--- src/rtl/inv_key_expand.sv ---
// inv_key_expand: AES-128 inverse key schedule, rebuilds w[0..43] backwards from the round-10 key
//   clk           : system clock, rising edge
//   reset         : synchronous active-high reset, clears FSM and storage
//   start         : one-cycle pulse, begins (or restarts) loading w[40..43]
//   last_key      : round-10 key word stream, w[40] first
//   r_index       : word index within the selected round key
//   round_key_num : round key select 0..10, larger values read as zero
//   round_key     : combinational read of w[4*round_key_num + r_index]
//   done          : all 44 words valid, held until next start or reset
module inv_key_expand #(
   parameter int NR = 10
) (
   input  logic        clk,
   input  logic        reset,
   input  logic        start,
   input  logic [31:0] last_key,
   input  logic [1:0]  r_index,
   input  logic [3:0]  round_key_num,
   output logic [31:0] round_key,
   output logic        done
);
   localparam logic [7:0] SBOX [256] = '{
      8'h63,8'h7c,8'h77,8'h7b,8'hf2,8'h6b,8'h6f,8'hc5,8'h30,8'h01,8'h67,8'h2b,8'hfe,8'hd7,8'hab,8'h76,
      8'hca,8'h82,8'hc9,8'h7d,8'hfa,8'h59,8'h47,8'hf0,8'had,8'hd4,8'ha2,8'haf,8'h9c,8'ha4,8'h72,8'hc0,
      8'hb7,8'hfd,8'h93,8'h26,8'h36,8'h3f,8'hf7,8'hcc,8'h34,8'ha5,8'he5,8'hf1,8'h71,8'hd8,8'h31,8'h15,
      8'h04,8'hc7,8'h23,8'hc3,8'h18,8'h96,8'h05,8'h9a,8'h07,8'h12,8'h80,8'he2,8'heb,8'h27,8'hb2,8'h75,
      8'h09,8'h83,8'h2c,8'h1a,8'h1b,8'h6e,8'h5a,8'ha0,8'h52,8'h3b,8'hd6,8'hb3,8'h29,8'he3,8'h2f,8'h84,
      8'h53,8'hd1,8'h00,8'hed,8'h20,8'hfc,8'hb1,8'h5b,8'h6a,8'hcb,8'hbe,8'h39,8'h4a,8'h4c,8'h58,8'hcf,
      8'hd0,8'hef,8'haa,8'hfb,8'h43,8'h4d,8'h33,8'h85,8'h45,8'hf9,8'h02,8'h7f,8'h50,8'h3c,8'h9f,8'ha8,
      8'h51,8'ha3,8'h40,8'h8f,8'h92,8'h9d,8'h38,8'hf5,8'hbc,8'hb6,8'hda,8'h21,8'h10,8'hff,8'hf3,8'hd2,
      8'hcd,8'h0c,8'h13,8'hec,8'h5f,8'h97,8'h44,8'h17,8'hc4,8'ha7,8'h7e,8'h3d,8'h64,8'h5d,8'h19,8'h73,
      8'h60,8'h81,8'h4f,8'hdc,8'h22,8'h2a,8'h90,8'h88,8'h46,8'hee,8'hb8,8'h14,8'hde,8'h5e,8'h0b,8'hdb,
      8'he0,8'h32,8'h3a,8'h0a,8'h49,8'h06,8'h24,8'h5c,8'hc2,8'hd3,8'hac,8'h62,8'h91,8'h95,8'he4,8'h79,
      8'he7,8'hc8,8'h37,8'h6d,8'h8d,8'hd5,8'h4e,8'ha9,8'h6c,8'h56,8'hf4,8'hea,8'h65,8'h7a,8'hae,8'h08,
      8'hba,8'h78,8'h25,8'h2e,8'h1c,8'ha6,8'hb4,8'hc6,8'he8,8'hdd,8'h74,8'h1f,8'h4b,8'hbd,8'h8b,8'h8a,
      8'h70,8'h3e,8'hb5,8'h66,8'h48,8'h03,8'hf6,8'h0e,8'h61,8'h35,8'h57,8'hb9,8'h86,8'hc1,8'h1d,8'h9e,
      8'he1,8'hf8,8'h98,8'h11,8'h69,8'hd9,8'h8e,8'h94,8'h9b,8'h1e,8'h87,8'he9,8'hce,8'h55,8'h28,8'hdf,
      8'h8c,8'ha1,8'h89,8'h0d,8'hbf,8'he6,8'h42,8'h68,8'h41,8'h99,8'h2d,8'h0f,8'hb0,8'h54,8'hbb,8'h16
   };
   // indexed by i/4; entries 0 and 11..15 never selected in EXPAND
   localparam logic [7:0] RCON [16] = '{
      8'h00,8'h01,8'h02,8'h04,8'h08,8'h10,8'h20,8'h40,
      8'h80,8'h1b,8'h36,8'h00,8'h00,8'h00,8'h00,8'h00
   };

   typedef enum logic [1:0] {IDLE, LOAD, EXPAND, DONE} state_t;

   state_t      state_q, state_d;
   logic [1:0]  cnt_q, cnt_d;
   logic [5:0]  i_q, i_d;
   logic [31:0] w_q [44];
   logic        we;
   logic [5:0]  waddr;
   logic [31:0] wdata, prev, rot, sub, t;

   // backward step: w[i-4] = w[i] ^ t(w[i-1]), mirroring the forward recurrence
   always_comb begin
      prev = w_q[i_q - 6'd1];
      rot  = {prev[23:0], prev[31:24]};
      sub  = {SBOX[rot[31:24]], SBOX[rot[23:16]], SBOX[rot[15:8]], SBOX[rot[7:0]]};
      t    = (i_q[1:0] == 2'd0) ? (sub ^ {RCON[i_q[5:2]], 24'h0}) : prev;
   end

   always_comb begin
      state_d = state_q;
      cnt_d   = cnt_q;
      i_d     = i_q;
      we      = 1'b0;
      waddr   = 6'd0;
      wdata   = 32'h0;
      if (start) begin
         // start aborts anything in flight, including the final EXPAND step
         state_d = LOAD;
         cnt_d   = 2'd0;
      end else begin
         case (state_q)
            LOAD: begin
               we      = 1'b1;
               waddr   = 6'd40 + {4'd0, cnt_q};
               wdata   = last_key;
               cnt_d   = cnt_q + 2'd1;
               state_d = (cnt_q == 2'd3) ? EXPAND : LOAD;
               i_d     = (cnt_q == 2'd3) ? 6'd43 : i_q;
            end
            EXPAND: begin
               we      = 1'b1;
               waddr   = i_q - 6'd4;
               wdata   = w_q[i_q] ^ t;
               i_d     = i_q - 6'd1;
               state_d = (i_q == 6'd4) ? DONE : EXPAND;
            end
            default: ;
         endcase
      end
   end

   always_ff @(posedge clk) begin
      if (reset) begin
         state_q <= IDLE;
         cnt_q   <= 2'd0;
         i_q     <= 6'd0;
         for (int k = 0; k < 44; k++) w_q[k] <= 32'h0;
      end else begin
         state_q <= state_d;
         cnt_q   <= cnt_d;
         i_q     <= i_d;
         if (we) w_q[waddr] <= wdata;
      end
   end

   assign done      = (state_q == DONE);
   assign round_key = (round_key_num <= 4'(NR)) ? w_q[{round_key_num, r_index}] : 32'h0;
endmodule

--- config.mk ---
export PLATFORM = sky130hd
export DESIGN_NAME = inv_key_expand
export DESIGN_NICKNAME = d
export VERILOG_FILES = /design/src/rtl/inv_key_expand.sv
export SDC_FILE = /design/constraint.sdc
export NUM_CORES = 2
export LEC_CHECK = 0
export CAP_MARGIN = 20
export CELL_PAD_IN_SITES_DETAIL_PLACEMENT = 1
export CELL_PAD_IN_SITES_GLOBAL_PLACEMENT = 2
export CORE_AREA = 2 2 553 555
export CTS_CLUSTER_DIAMETER = 150
export DETAILED_ROUTE_END_ITERATION = 6
export DIE_AREA = 0 0 555 557
export PLACE_DENSITY = 0.8
export SLEW_MARGIN = 25
export SYNTH_ARGS = -nofsm -noshare
export SYNTH_HDL_FRONTEND = slang
export SYNTH_SLANG_ARGS = --single-unit
--- constraint.sdc ---
create_clock -name clk -period 7.4 [get_ports clk]
set_clock_uncertainty 0.1 [all_clocks]
set_input_delay 1.85 -clock clk [delete_from_list [all_inputs] [get_ports clk]]
set_output_delay 1.85 -clock clk [all_outputs]
set_load 0.02 [all_outputs]
# Word-level counts from Yosys, hierarchy flattened

Memories as Yosys holds them, arrays and structs flattened. A register that Yosys moved wholly into a read port is not among the register bits.
Index checks and enable logic that the tools add are counted.

Bits in registers: 10
Latch bits: 0
Bits in writable memories: 1408
Bits in read-only memories: 8320
Bits of input ports: 41
Output and inout port bits: 33
Word-level logic and storage cells: 75
Memories kept: 6

$add $sub $neg: 4
Multiply operators: 0
Divide/modulo/power cells: 0
Magnitude comparators: 6
Equal/unequal tests: 6
Shift-type cells: 0
Mux-type cells: 34
Bitwise logic cells: 8
Reductions and logical operators: 7

Memory list:

| memory           | depth | bits a word | read ports | clocked after Yosys merged registers in | wr ports | line | RTL |
|---|---|---|---|---|---|---|---|
| (name not given) | 256   | 8           | 1          | 0                                       | 0        | 60   | `sub = {SBOX[rot[31:24]], SBOX[rot[23:16]], SBOX[rot[15:8]], SBOX[rot[7:0]]};` |
| (name not given) | 256   | 8           | 1          | 0                                       | 0        | 60   |  |
| (name not given) | 256   | 8           | 1          | 0                                       | 0        | 60   |  |
| (name not given) | 256   | 8           | 1          | 0                                       | 0        | 60   |  |
| w_q              | 44    | 32          | 3          | 1                                       | 44       | 51   | `logic [31:0] w_q [44];` |
| (name not given) | 16    | 8           | 1          | 0                                       | 0        | 61   | `t = (i_q[1:0] == 2'd0) ? (sub ^ {RCON[i_q[5:2]], 24'h0}) : prev;` |

Operator list:

| operator              | number |
|---|---|
| $mux W32              | 4 |
| $mux W8               | 10 |
| $pmux W32 S2          | 1 |
| $xor A32 B32 Y32      | 2 |
| $ge A9 B9 Y1 const B  | 4 |
| $not A8 Y9            | 4 |
| $reduce_or A32 Y1     | 1 |
| $mux W6               | 5 |
| $pmux W6 S2           | 2 |
| $mux W1               | 10 |
| $add A6 B2 Y6 const A | 1 |
| $eq A2 B2 Y1 const B  | 3 |
| $eq A6 B3 Y1 const B  | 1 |
| $sub A6 B1 Y6 const B | 1 |
| $sub A6 B3 Y6 const B | 1 |
| $ge A5 B5 Y1 const B  | 1 |
| $not A4 Y5            | 1 |
| $le A4 B4 Y1 const B  | 1 |
| $pmux W2 S2           | 1 |
| $reduce_or A2 Y1      | 2 |
| $reduce_and A3 Y1     | 1 |
| $reduce_bool A3 Y1    | 1 |
| $add A2 B1 Y2 const B | 1 |
| $eq A2 B1 Y1 const B  | 1 |
| 5 further kinds       | 5 |

# Depth between registers and ports, before layout

An unclocked memory read counts as a cell.

Depth after elaboration: 12
Gate-level depth with buffers: 35
Depth with buffers taken out: 20

# Worst setup path after synthesis

No wires, ideal clock.

Path type: flip-flop to flip-flop
Start: reg i_q[0]
End: mem w_q[44][25], data pin
Arrival: 7.437 ns
Data required time: 6.939 ns
Setup slack: -0.498 ns
Stages on the path, launching flop included: 30
Buffers on the path: 12
Cells stage by stage: dfxtp_1 -> buf_6 -> inv_2 -> buf_2 -> buf_2 -> buf_2 -> clkbuf_1 -> ha_1 -> xor2_4 -> buf_8 -> buf_12 -> mux4_2 -> a311o_1 -> a211o_1 -> o31a_1 -> buf_2 -> nand2_2 -> buf_2 -> buf_2 -> buf_1 -> ha_1 -> a21oi_1 -> a311oi_1 -> a311oi_1 -> a31o_1 -> a211o_1 -> a21boi_0 -> or4_1 -> buf_4 -> o21ai_0

RTL lines:

| element                  | line | RTL |
|---|---|---|
| start: declaration       | 50   | `logic [5:0] i_q, i_d;` |
| start signal: assignment | 106  | `i_q <= i_d;` |
| end: declaration         | 51   |  |

==> flow_metrics.env <==
export IMPL_outcome="complete, but fails checks"
export IMPL_violations="DRC, setup timing"
export IMPL_synthTopCellsByCount="2048 x edfxtp_1, 1637 x mux4_2, 1569 x nor2_1, 438 x clkbuf_1, 382 x nand2_1"
export IMPL_use_met1=0.505
export IMPL_cts_tree="yes"
export IMPL_reg2reg_depth=22
export IMPL_path_class="register to register"
export IMPL_r2r_end="w_q[20][29]$_SDFFCE_PN0P_"
export IMPL_syn_avg_cell_area_um2=14.0
export IMPL_drive_gt1_frac=0.335
export IMPL_finalCritPeriodShare=1.01
export IMPL_layout_min_cycle_time_ns=7.48
export IMPL_synth_top_area_share=0.474
export IMPL_drv_cap=0
export IMPL_clk_pin_slew_ns=0.07
export IMPL_antenna_found_initial=36
export IMPL_totalWireLength_um=641000
export IMPL_cts_max_level=4
export IMPL_synth_edf_count=2048
export IMPL_synth_flop_cell="edfxtp_1"
export IMPL_worst_pin_slew_ns=1.22
export IMPL_port_buffers=73
export IMPL_grt_use_met3=0.152
export IMPL_die_x_um=555
export IMPL_busiest_layer="met2"
export IMPL_max_freq_mhz=134
export IMPL_drt_iter0_markers=18300
export IMPL_grt_pass1_wl_um=873000
export IMPL_finalHoldViolCount=0
export IMPL_drv_slew=0
export IMPL_setup_viol=85
export IMPL_initial_core_util=0.427
export IMPL_crit_path_max_fanout=54
export IMPL_fin_nets=9577
export IMPL_cp_arrival_ns=8.09
export IMPL_first_pass_iters=7
export IMPL_synth_seq_cells=2064
export IMPL_crit_required_ns=8.01
export IMPL_vdd_drop_max_uv=269
export IMPL_routedWlPerCell_um=46.9
export IMPL_synth_area_leaders="edfxtp_1 47%, mux4_2 28%, nor2_1 4.5%"
export IMPL_row_count=203
export IMPL_ys_seq_area_frac=0.477
export IMPL_avgViaCountPerCell=7.69
export IMPL_grt_max_degree=95
export IMPL_cts_root_buf="clkbuf_16"
export IMPL_yosysTopAreaCell="edfxtp_1"
export IMPL_postCtsHoldBufs=0
export IMPL_rrSetupSlack_ns=-0.08
export IMPL_dp_hpwl_um=421000
export IMPL_async_flop_share=0
export IMPL_die_h_um=557
export IMPL_place_area_um2=141000
export IMPL_stdcell_area_um2=148000
export IMPL_place_congestion=0.968
export IMPL_clk_path_buf_depth=4
export IMPL_grt_use_total=0.408
export IMPL_drc=1
export IMPL_ant_nets=0
export IMPL_register_area_um2=61800
export IMPL_finalPower_mw=48.2
export IMPL_multi_input_area_um2=63200
export IMPL_dieArea_um2=309000
export IMPL_worstSkewPairLatency_ns=0.92
export IMPL_met2_usage=0.606
export IMPL_synth_most_common_cell="edfxtp_1"
export IMPL_numCtsBuffers=214
export IMPL_synthesis_nets=9354
export IMPL_grt_overflow=0
export IMPL_cts_sinks=2064
export IMPL_grt_pass1_vias=104000
export IMPL_setup_slack_ns=-0.0798
export IMPL_min_path_type="register to register"
export IMPL_leakage_nw=48.9
export IMPL_endpoint="w_q[20][29]$_SDFFCE_PN0P_"
export IMPL_rsz0062_at_grt="yes"
export IMPL_power_density_nw_per_um2=327
export IMPL_relSlewSlack=0.177
export IMPL_ys_warnings_count=0
export IMPL_vias=105000
export IMPL_netlist_area_um2=130000
export IMPL_io_pins=74
export IMPL_coreArea_um2=304000
export IMPL_yosysUniqueCellTypes=127
export IMPL_fill_cells=29500
export IMPL_worstSetupEndpointType="register"
export IMPL_fin_util=0.485
export IMPL_crit_start="i_q[0]$_SDFFE_PP0P_"
export IMPL_rr_startpoint="i_q[0]$_SDFFE_PP0P_"
export IMPL_synthCells=9247
export IMPL_synthToLayoutAreaGrowth_pct=13.8
export IMPL_setup_worst_path_start_class="register"
-- state kept, by name (all words and copies together), names as in the netlist, named ones only --
signal	flops
i_q	6
state_q	2
cnt_q	2
w_q	2048
-- per-stage QoR --
stage,worst slack (ns),instances,hold slack (ns),TNS (ns)
floorplan,0.0351,9247,0.388,0
global placement,-0.129,13200,0.407,-9.53
detailed placement,-0.0438,13200,0.452,-1.02
CTS,0.00571,13600,0.475,0
global route,-0.121,13600,0.485,-4.38
finish,-0.0798,13600,0.483,-2.51
-- cell usage in the layout (no fill, tap or decap), types with 33 or more instances in the layout --
cell type / n
a32oi_1: 34
o31ai_1: 37
nor3_1: 152
clkinv_1: 55
o21ai_0: 189
nor2_1: 1542
clkdlybuf4s50_1: 58
a211oi_1: 77
ha_1: 65
nand3_1: 168
o211ai_1: 100
edfxtp_1: 2048
o311ai_0: 35
buf_4: 767
mux4_2: 1637
nand2_2: 51
inv_1: 139
clkbuf_16: 219
a31oi_1: 57
nand2_1: 334
clkbuf_1: 35
mux2i_1: 218
a21oi_1: 299
buf_12: 181
a311oi_1: 51
o22ai_1: 123
nand2b_2: 33
clkinv_2: 42
-- kinds of logic after synthesis --
kind of cell	synth area share
AO/OA/AOI/OAI	0.0806
XOR/XNOR	0.00309
adder cells (fa/ha/maj)	0.00637
buffers and inverters	0.0429
flip-flops	0.477
multiplexers	0.306
AND/OR/NAND/NOR	0.0839
-- worst min path at each step --
stage	start	to	cells after the start
after floorplan	state_q[1]$_SDFFE_PP0N_	state_q[1]$_SDFFE_PP0N_	2
after global placement	state_q[1]$_SDFFE_PP0N_	state_q[1]$_SDFFE_PP0N_	2
after detailed placement	cnt_q[1]$_SDFFE_PP0P_	cnt_q[1]$_SDFFE_PP0P_	2
after CTS	cnt_q[1]$_SDFFE_PP0P_	cnt_q[1]$_SDFFE_PP0P_	2
after global routing	cnt_q[1]$_SDFFE_PP0P_	cnt_q[1]$_SDFFE_PP0P_	2
final	cnt_q[1]$_SDFFE_PP0P_	cnt_q[1]$_SDFFE_PP0P_	2
-- layout make-up --
type,count,area share
repair buffers,1016,0.0685
multi-input cells,6018,0.428
flip-flops and latches,2064,0.419
well taps,3997,0.0339
inverters,156,0.00404
clock inverters,130,0.00779
diodes,13,0.000220
clock buffers,255,0.0380
-- layer usage --
layer | wire length [um] | vias to the layer above | share of wire
met5 | 542 | - | 0.00085
met4 | 47500 | 46 | 0.074
met3 | 95400 | 2270 | 0.15
met2 | 280000 | 9987 | 0.44
met1 | 217000 | 54700 | 0.34
li1 | - | 38000 | -
-- power breakdown --
group,internal (mW),switching [mW]
clock network,6.07,4.84
logic,7.92,16.0
registers,13.1,0.276
-- worst max-delay path, cell delays in order, from the launching register on --
cell,delay [ns]
dfxtp_4,0.37
clkinv_2,0.08
ha_4,0.56
buf_12,0.40
mux4_2,0.36
mux2i_1,0.52
o22ai_1,0.23
nor4_4,0.50
buf_4,0.23
ha_1,0.36
clkinv_1,0.15
buf_4,0.23
nor3_1,0.37
buf_4,0.18
nor3_1,0.04
o21ai_0,0.29
a31oi_1,0.16
buf_4,0.17
a21o_1,0.17
a2111oi_1,1.02
nor2_4,0.27
buf_12,0.27
nor2_1,0.14
-- what timing repair did --
item | CTS | global route
gates cloned | 0 | 1
pin swaps | 0 | 3
endpoints found under the setup margin | 78 | 371
buffers inserted | 0 | 3
gates resized for setup | 2 | 14
Note: power is estimated with default switching activity, not from simulation.
